===== src/rtl/cla_wide_add_seq_pkg.sv =====
// Shared definitions for the wide-add sequencer: FSM state encoding and
// the width of one datapath word.
package cla_seq_pkg;

  localparam logic [1:0] ST_IDLE = 2'd0;
  localparam logic [1:0] ST_RUN  = 2'd1;
  localparam logic [1:0] ST_DONE = 2'd2;

  localparam int WORD_W = 64;

endpackage


===== src/rtl/cla_wide_add_seq_if.sv =====
// Host-side bus of the wide-add sequencer: start request, operands, carry-in,
// and the busy/done/result outputs. With CLA_WIDE_SUB_EN defined the bus also
// carries the subtract select.
interface cla_wide_add_seq_if
  import cla_seq_pkg::*;
#(
  parameter int WORDS = 4
);
  localparam int W = WORDS * WORD_W;

  logic         start;
  logic [W-1:0] a;
  logic [W-1:0] b;
  logic         cin;
`ifdef CLA_WIDE_SUB_EN
  logic         sub;
`endif
  logic         busy;
  logic         done;
  logic [W-1:0] sum;
  logic         cout;

`ifdef CLA_WIDE_SUB_EN
  modport master (output start, a, b, cin, sub, input busy, done, sum, cout);
  modport slave  (input start, a, b, cin, sub, output busy, done, sum, cout);
`else
  modport master (output start, a, b, cin, input busy, done, sum, cout);
  modport slave  (input start, a, b, cin, output busy, done, sum, cout);
`endif

endinterface


===== src/rtl/cla_wide_add_seq_cla64.sv =====
// 64-bit carry-lookahead adder: 4-bit lookahead groups, with group carries
// chained across the sixteen groups. gp/gg are the whole-word propagate and
// generate terms for use by a higher lookahead level.
module CLA_64bit (
  input  logic [63:0] a,
  input  logic [63:0] b,
  input  logic        cin,
  output logic [63:0] sum,
  output logic        cout,
  output logic        gp,
  output logic        gg
);
  logic [63:0] g;
  logic [63:0] p;
  logic [64:0] c;
  logic [15:0] grp_g;
  logic [15:0] grp_p;

  // Bit and group generate/propagate, in-group lookahead carries, sum bits.
  always_comb begin
    g     = a & b;
    p     = a ^ b;
    c     = '0;
    grp_g = '0;
    grp_p = '0;
    gg    = 1'b0;
    c[0]  = cin;
    for (int k = 0; k < 16; k++) begin
      grp_g[k] = g[4*k+3]
               | (p[4*k+3] & g[4*k+2])
               | (p[4*k+3] & p[4*k+2] & g[4*k+1])
               | (p[4*k+3] & p[4*k+2] & p[4*k+1] & g[4*k]);
      grp_p[k] = &p[4*k +: 4];
      c[4*k+1] = g[4*k] | (p[4*k] & c[4*k]);
      c[4*k+2] = g[4*k+1] | (p[4*k+1] & g[4*k]) | (p[4*k+1] & p[4*k] & c[4*k]);
      c[4*k+3] = g[4*k+2] | (p[4*k+2] & g[4*k+1]) | (p[4*k+2] & p[4*k+1] & g[4*k])
               | (p[4*k+2] & p[4*k+1] & p[4*k] & c[4*k]);
      c[4*k+4] = grp_g[k] | (grp_p[k] & c[4*k]);
      gg       = grp_g[k] | (grp_p[k] & gg);
    end
    sum  = p ^ c[63:0];
    cout = c[64];
    gp   = &grp_p;
  end

endmodule


===== src/rtl/cla_wide_add_seq.sv =====
// Multi-precision adder sequencer: adds two WORDS x 64-bit operands through one
// shared CLA_64bit, least-significant word first, chaining the carry through a
// register. Optional subtract mode is enabled by defining CLA_WIDE_SUB_EN.
module cla_wide_add_seq
  import cla_seq_pkg::*;
#(
  parameter int WORDS = 4
) (
  input  logic              clk,
  input  logic              rst,
  cla_wide_add_seq_if.slave bus
);
  localparam int W  = WORDS * WORD_W;
  localparam int CW = $clog2(WORDS);

  logic [1:0]        state_q, state_d;
  logic [CW-1:0]     idx_q;
  logic [W-1:0]      opa_q, opb_q, sum_q;
  logic              carry_q, cout_q;
  logic [W-1:0]      b_in;
  logic              c_in;
  logic              last;
  logic [WORD_W-1:0] word_a, word_b, word_s;
  logic              word_c;
  logic              unused_gp, unused_gg;

  // Subtraction is a + ~b + 1, so only the captured B and carry differ.
`ifdef CLA_WIDE_SUB_EN
  assign b_in = bus.sub ? ~bus.b : bus.b;
  assign c_in = bus.sub ? 1'b1 : bus.cin;
`else
  assign b_in = bus.b;
  assign c_in = bus.cin;
`endif

  assign last   = (idx_q == CW'(WORDS - 1));
  assign word_a = opa_q[idx_q*WORD_W +: WORD_W];
  assign word_b = opb_q[idx_q*WORD_W +: WORD_W];

  // Whole-word group terms are not needed; the carry goes through carry_q.
  CLA_64bit u_cla (
    .a    (word_a),
    .b    (word_b),
    .cin  (carry_q),
    .sum  (word_s),
    .cout (word_c),
    .gp   (unused_gp),
    .gg   (unused_gg)
  );

  // Next state: start taken only in IDLE, DONE always lasts one cycle.
  always_comb begin
    state_d = state_q;
    case (state_q)
      ST_IDLE: if (bus.start) state_d = ST_RUN;
      ST_RUN:  if (last)      state_d = ST_DONE;
      ST_DONE:                state_d = ST_IDLE;
      default:                state_d = ST_IDLE;
    endcase
  end

  // State register.
  always_ff @(posedge clk or posedge rst) begin
    if (rst) state_q <= ST_IDLE;
    else     state_q <= state_d;
  end

  // Operand capture, per-word result write-back, carry chaining, final carry.
  always_ff @(posedge clk or posedge rst) begin
    if (rst) begin
      opa_q   <= '0;
      opb_q   <= '0;
      sum_q   <= '0;
      carry_q <= 1'b0;
      cout_q  <= 1'b0;
      idx_q   <= '0;
    end else begin
      case (state_q)
        ST_IDLE: begin
          if (bus.start) begin
            opa_q   <= bus.a;
            opb_q   <= b_in;
            carry_q <= c_in;
            idx_q   <= '0;
          end
        end
        ST_RUN: begin
          sum_q[idx_q*WORD_W +: WORD_W] <= word_s;
          carry_q <= word_c;
          if (last) cout_q <= word_c;
          else      idx_q  <= idx_q + 1'b1;
        end
        default: ;
      endcase
    end
  end

  assign bus.busy = (state_q != ST_IDLE);
  assign bus.done = (state_q == ST_DONE);
  assign bus.sum  = sum_q;
  assign bus.cout = cout_q;

endmodule


===== src/flat_wrapper.sv =====
// flat-port wrapper written by rule: the top's interface ports become plain ports
module cla_wide_add_seq_flat import cla_seq_pkg::*;
#(
  parameter int WORDS = 4
)
  (clk, rst, bus_start, bus_a, bus_b, bus_cin, bus_busy, bus_done, bus_sum, bus_cout);
  cla_wide_add_seq_if #(.WORDS(WORDS)) bus_i ();
  input  logic clk;
  input  logic rst;
  input wire logic [$bits(bus_i.start)-1:0] bus_start;
  input wire logic [$bits(bus_i.a)-1:0] bus_a;
  input wire logic [$bits(bus_i.b)-1:0] bus_b;
  input wire logic [$bits(bus_i.cin)-1:0] bus_cin;
  output wire logic [$bits(bus_i.busy)-1:0] bus_busy;
  output wire logic [$bits(bus_i.done)-1:0] bus_done;
  output wire logic [$bits(bus_i.sum)-1:0] bus_sum;
  output wire logic [$bits(bus_i.cout)-1:0] bus_cout;
  assign bus_i.start = bus_start;
  assign bus_i.a = bus_a;
  assign bus_i.b = bus_b;
  assign bus_i.cin = bus_cin;
  assign bus_busy = bus_i.busy;
  assign bus_done = bus_i.done;
  assign bus_sum = bus_i.sum;
  assign bus_cout = bus_i.cout;
  cla_wide_add_seq #(.WORDS(WORDS)) u_core (.clk(clk), .rst(rst), .bus(bus_i));
endmodule

===== config.mk =====
export PLATFORM = sky130hd
export DESIGN_NAME = cla_wide_add_seq_flat
export DESIGN_NICKNAME = d
export VERILOG_FILES = /design/src/rtl/cla_wide_add_seq_pkg.sv /design/src/rtl/cla_wide_add_seq_if.sv /design/src/rtl/cla_wide_add_seq_cla64.sv /design/src/rtl/cla_wide_add_seq.sv /design/src/flat_wrapper.sv
export SDC_FILE = /design/constraint.sdc
export NUM_CORES = 2
export LEC_CHECK = 0
export CAP_MARGIN = 20
export CORE_AREA = 2 2 305 307
export CTS_CLUSTER_DIAMETER = 40
export DETAILED_ROUTE_END_ITERATION = 8
export DIE_AREA = 0 0 307 309
export SETUP_SLACK_MARGIN = 0.3
export SYNTH_ARGS = -nofsm -noshare
export SYNTH_HDL_FRONTEND = slang
export SYNTH_SLANG_ARGS = --single-unit

===== constraint.sdc =====
create_clock -name clk -period 70.3 [get_ports clk]
set_input_delay 14.06 -clock clk [delete_from_list [all_inputs] [get_ports clk]]
set_output_delay 14.06 -clock clk [all_outputs]
set_load 0.01 [all_outputs]

Word-level counts from Yosys, hierarchy flattened
Cells that the tools add are included.

word-level totals
  logic and storage cells = 455
  bits in registers = 774
  bits of input ports = 516
  output and inout bits = 259

cells by class
  bitwise operators = 403
  equal/unequal tests = 6
  reduce and logical (&&, ||, !) cells = 24
  shift-type cells = 4
  $add $sub $neg = 2
  mux-type cells = 9

operators with widths
  cell                                                                        number
  256-bit by 9-bit indexed part select with 64-bit output                     2
  256-bit bitwise mux                                                         1
  64-bit by 34-bit variable shift with 256-bit output (first input constant)  1
  64-bit by 34-bit indexed part select with 256-bit output                    1
  1-bit AND                                                                   240
  1-bit OR                                                                    160
  64-bit XOR                                                                  2
  64-bit AND                                                                  1
  4-bit AND reduction                                                         16
  8-bit negator with 34-bit output                                            1
  2-bit 2-to-1 mux                                                            4
  2-bit one-hot mux with 2 select lines                                       2
  2-bit AND reduction                                                         4
  2-bit equality test (second input constant)                                 2
  2-bit inequality test (second input constant)                               2
  2-bit nonzero test                                                          2
  3-bit AND reduction                                                         1
  2-bit by 1-bit adder with 2-bit output (second input constant)              1
  2-bit by 1-bit equality test with 1-bit output (second input constant)      1
  2-bit logical NOT                                                           1
  2-bit by 1-bit inequality test with 1-bit output (second input constant)    1
  1-bit one-hot mux with 2 select lines                                       1
  1-bit 2-to-1 mux                                                            1

Depth between registers and ports, before layout
  depth in word-level cells = 40
  depth in mapped cells = 17
  gate-level depth less buffers = 14

By module
Synthesis repeated with hierarchy kept, for this count alone.

second synthesis, totals
  cell total of the unflattened synthesis = 2508
  area, all modules = 37170.6 um^2

modules (own cells, without submodules)
  module            cells an instance  area an instance (um^2)  sequential area each (um^2)  times used
  cla_wide_add_seq  2103               34062.7                  19368.6                      1
  CLA_64bit         405                3108.0                   0.0                          1

Worst setup path before layout
Ideal clock, no wire load.

  path kind = input to register
  start point = input port bus_start
  end point = register u_core.opa_q[197]
  setup slack = 54.740 ns
  stages = 5
  buffers on the path = 2
  required time = 70.175 ns
  library setup time = 0.125 ns
  data arrival time = 15.435 ns
  cells stage by stage = inv_1 nor2_1 clkbuf_1 clkbuf_1 mux2_2

between the ends
  word-level cells in the longest chain between the ends = 1

ends and longest elaborated chain
  what                                  line                    RTL
  from (decl)                           flat_wrapper.sv:10      input wire logic [$bits(bus_i.start)-1:0] bus_start;
  2-bit AND reduction (no source line)  -
  to (signal assigned)                  cla_wide_add_seq.sv:81  opa_q <= bus.a;
  to (decl)                             cla_wide_add_seq.sv:18  logic [W-1:0] opa_q, opb_q, sum_q;

Every way passes these cells.
A chain may end at the register's enable or synchronous reset.

Final worst setup path
  start point = input port bus_start
  end point = register u_core.opa_q[110]

Same word-level chain as after synthesis.

==> results.sh <==
export IMPL_synthTopCellsByArea="dfrtp_1 56%, mux2_2 17%, mux4_2 8.4%, a22o_1 3.3%, ha_1 2.6%"
export IMPL_ant_nets=0
export IMPL_hold_buffers=0
export IMPL_grt_max_degree=112
export IMPL_ys_seq_area_frac=0.5643
export IMPL_grt_total_usage=0.2443
export IMPL_synth_most_common_cell="dfrtp_1"
export IMPL_worst_slew_pin_slew_ns=1.175
export IMPL_syn_instance_count=2397
export IMPL_critPathKind="input port to register"
export IMPL_cts_tree="yes"
export IMPL_syn2layout_area_growth_pct=39.47
export IMPL_ys_seq_elements=774
export IMPL_grt_pass1_vias=26130
export IMPL_drv_slew=0
export IMPL_finalSetupTns_ns=0
export IMPL_clock_root_buffer="clkbuf_16"
export IMPL_drc=0
export IMPL_synth_nets=2999
export IMPL_die_w_um=307
export IMPL_insertion_delay_ns=0.70
export IMPL_drt_wl_total_um=117600
export IMPL_final_hold_viol_count=0
export IMPL_ys_warn_count=0
export IMPL_cts_buffers=120
export IMPL_placement_io_buffers=774
export IMPL_clkTransAtPathRegs_ns=0.06
export IMPL_fin_nets=3790
export IMPL_dieArea_um2=94860
export IMPL_relSlewSlack=0.2114
export IMPL_ys_types=70
export IMPL_outcome="completed"
export IMPL_dp_hpwl_um=85330
export IMPL_swShare=0.4133
export IMPL_crit_fanout=83
export IMPL_core_um2=91390
export IMPL_synth_area_um2=34330
export IMPL_clock_sinks=774
export IMPL_cp_common_cell="buf_4"
export IMPL_post_route_util=0.5239
export IMPL_cap_violations=0
export IMPL_cts_buffer_depth=3
export IMPL_synth_area_per_cell_um2=14.32
export IMPL_synth_top_area_share=0.5643
export IMPL_rsz0062_at_grt="no"
export IMPL_drive_above_1_share=0.2826
export IMPL_num_rows=111
export IMPL_end_kind="register"
export IMPL_ys_async_sr_fraction=1.000
export IMPL_grt_ovfl_total=0
export IMPL_synth_enable_flop_cells=0
export IMPL_setup_viol=0
export IMPL_combPwrFrac=0.516
export IMPL_worstPathCellList="clkdlybuf4s50_1, inv_1, nor2_4, buf_16, buf_4, buf_4, buf_4, buf_4, mux2_2"
export IMPL_first_iter_violations=1393
export IMPL_num_io_pins=775
export IMPL_peakVddDrop_mv=0.04421
export IMPL_seq_power_share=0.261
export IMPL_cp_buffers_inverters=7
export IMPL_power_density_nw_per_um2=60.36
export IMPL_wl_per_cell_um=26.17
export IMPL_place_congestion=0.8230
export IMPL_fmax_mhz=54.03
export IMPL_grt_antenna_before_repair=22
export IMPL_critPathMaxStageDelay_ns=0.92
export IMPL_intPower_mw=1.695
export IMPL_cts_htree_levels=3
export IMPL_synth_area_leader_cell="dfrtp_1"
export IMPL_p_sw_mw=1.194
export IMPL_firstDrtPassIters=5
export IMPL_fin_crit_ns=18.51
export IMPL_cts_setup_buffers=0
export IMPL_critPathSlowestCell="buf_4"
export IMPL_p_leak_nw=19.98
export IMPL_hold_class="register to register"
export IMPL_fin_crit_sh=0.2633
export IMPL_vias=24010
export IMPL_nFillCells=7649
export IMPL_synth_flop_cell="dfrtp_1"
export IMPL_skew_ns=0.02358
export IMPL_start_util=0.3756
export IMPL_cts_resized=0
export IMPL_vias_per_cell=5.347
export IMPL_cp_arrival_ns=19.08
export IMPL_yosys_top_cells_count="774 x dfrtp_1, 514 x mux2_2, 173 x nand2_1"
export IMPL_critPathLaunchType="input port"
export IMPL_fp_dieH_um=309
export IMPL_whs_ns=0.4752
export IMPL_cp_required_ns=70.87
export IMPL_grt_pass1_wl_um=171200
export IMPL_critPathTopFamily="buffers and inverters"
export IMPL_p_clk_frac=0.223
==> cells in the final DEF (no fill, tap or decap), types with 6 or more instances in the layout <==
cell	n
clkdlybuf4s50_1	774
dfrtp_1	772
mux2_2	514
nand2_1	169
o21ai_0	134
a22o_1	130
mux4_2	128
clkbuf_16	120
ha_1	70
buf_4	36
a21oi_1	35
nor2_1	33
xnor2_1	31
inv_1	28
bufinv_16	24
a21o_1	16
fa_1	16
clkinv_2	16
clkinv_4	15
inv_6	14
nand3_1	13
nor3_1	12
clkinvlp_4	12
diode_2	11
nor2b_1	11
clkbuf_8	10
nand4_1	9
clkbuf_1	9
xor2_1	8
o31ai_1	8
o21bai_1	6
and2_1	6
o22ai_1	6
inv_8	6
==> area by class of cell <==
cell class / count / area (um2) / area share
flip-flops and latches: 774 / 19380 / 0.4047
multi-input cells: 1451 / 14380 / 0.3004
repair buffers: 812 / 8065 / 0.1685
clock buffers: 139 / 3174 / 0.06631
well taps: 1186 / 1484 / 0.03100
clock inverters: 89 / 1250 / 0.02611
inverters: 29 / 116.4 / 0.002431
diodes: 11 / 27.53 / 0.0005750
==> sequential cells by signal, indices dropped and copies added (netlist names) <==
signal,cells
u_core.opb_q,256
u_core.opa_q,256
u_core.idx_q,2
u_core.carry_q,1
u_core.state_q,2
u_core.bus.cout,1
u_core.bus.sum,256
==> cells by family after synthesis <==
family | share of synthesized area
DFF | 0.5643
and+or+nand+nor | 0.03689
buffers and inverters | 0.01885
xor gates and xnor gates | 0.009951
adders and majority gates | 0.03485
AOI/OAI and AO/OA | 0.08231
muxes | 0.2529
==> metrics by stage <==
stage / total power [mW] / std cells / instance area (um2) / worst slack, ns
after global placement: 2.200 / 4250 / 43390 / 51.05
after floorplan: 1.673 / 2397 / 34330 / 34.51
after detailed placement: 2.245 / 4251 / 43390 / 50.87
final: 2.890 / 4491 / 47870 / 51.79
after CTS: 2.905 / 4479 / 47820 / 51.60
after global routing: 3.063 / 4487 / 47860 / 51.56
==> power groups by stage <==
stage	Combinational (mW)	Clock [mW]	Sequential (mW)
final	1.49	0.645	0.755
after global routing	1.61	0.677	0.777
after CTS	1.49	0.656	0.755
after detailed placement	1.48	0	0.761
after global placement	1.45	0	0.747
after floorplan	0.936	0	0.737
==> routing by layer <==
metal,GRT usage,wire (um)
met5,0,101
met3,0.06351,8603
met2,0.4185,58810
met4,0.1065,4696
met1,0.2907,45340
==> worst reg2reg max path, delay by kind of cell, from the launching register on <==
family | cells | cell delay, ns
flops | 1 | 0.98
fa+ha+maj | 2 | 0.84
simple gates | 1 | 0.23
mux | 1 | 0.63
xor+xnor | 1 | 0.89
compound gates | 6 | 1.40
buf+inv | 2 | 1.00
==> worst paths after layout <==
kind	start	endpoint	slack (ns)	cells past startpoint
max	bus_start	u_core.opa_q[110]$_DFFE_PP0P_	51.79	9
min	u_core.bus.sum[118]$_DFFE_PP0P_	u_core.bus.sum[118]$_DFFE_PP0P_	0.48	2
max reg2reg	u_core.idx_q[0]$_DFFE_PP0P_	u_core.bus.sum[109]$_DFFE_PP0P_	64.16	13
min reg2reg	u_core.bus.sum[118]$_DFFE_PP0P_	u_core.bus.sum[118]$_DFFE_PP0P_	0.48	2
max in group asynchronous	rst	u_core.bus.sum[41]$_DFFE_PP0P_	52.34	6
min in group asynchronous	rst	u_core.opb_q[5]$_DFFE_PP0P_	13.86	2
Power figures use the tool's default switching activity.
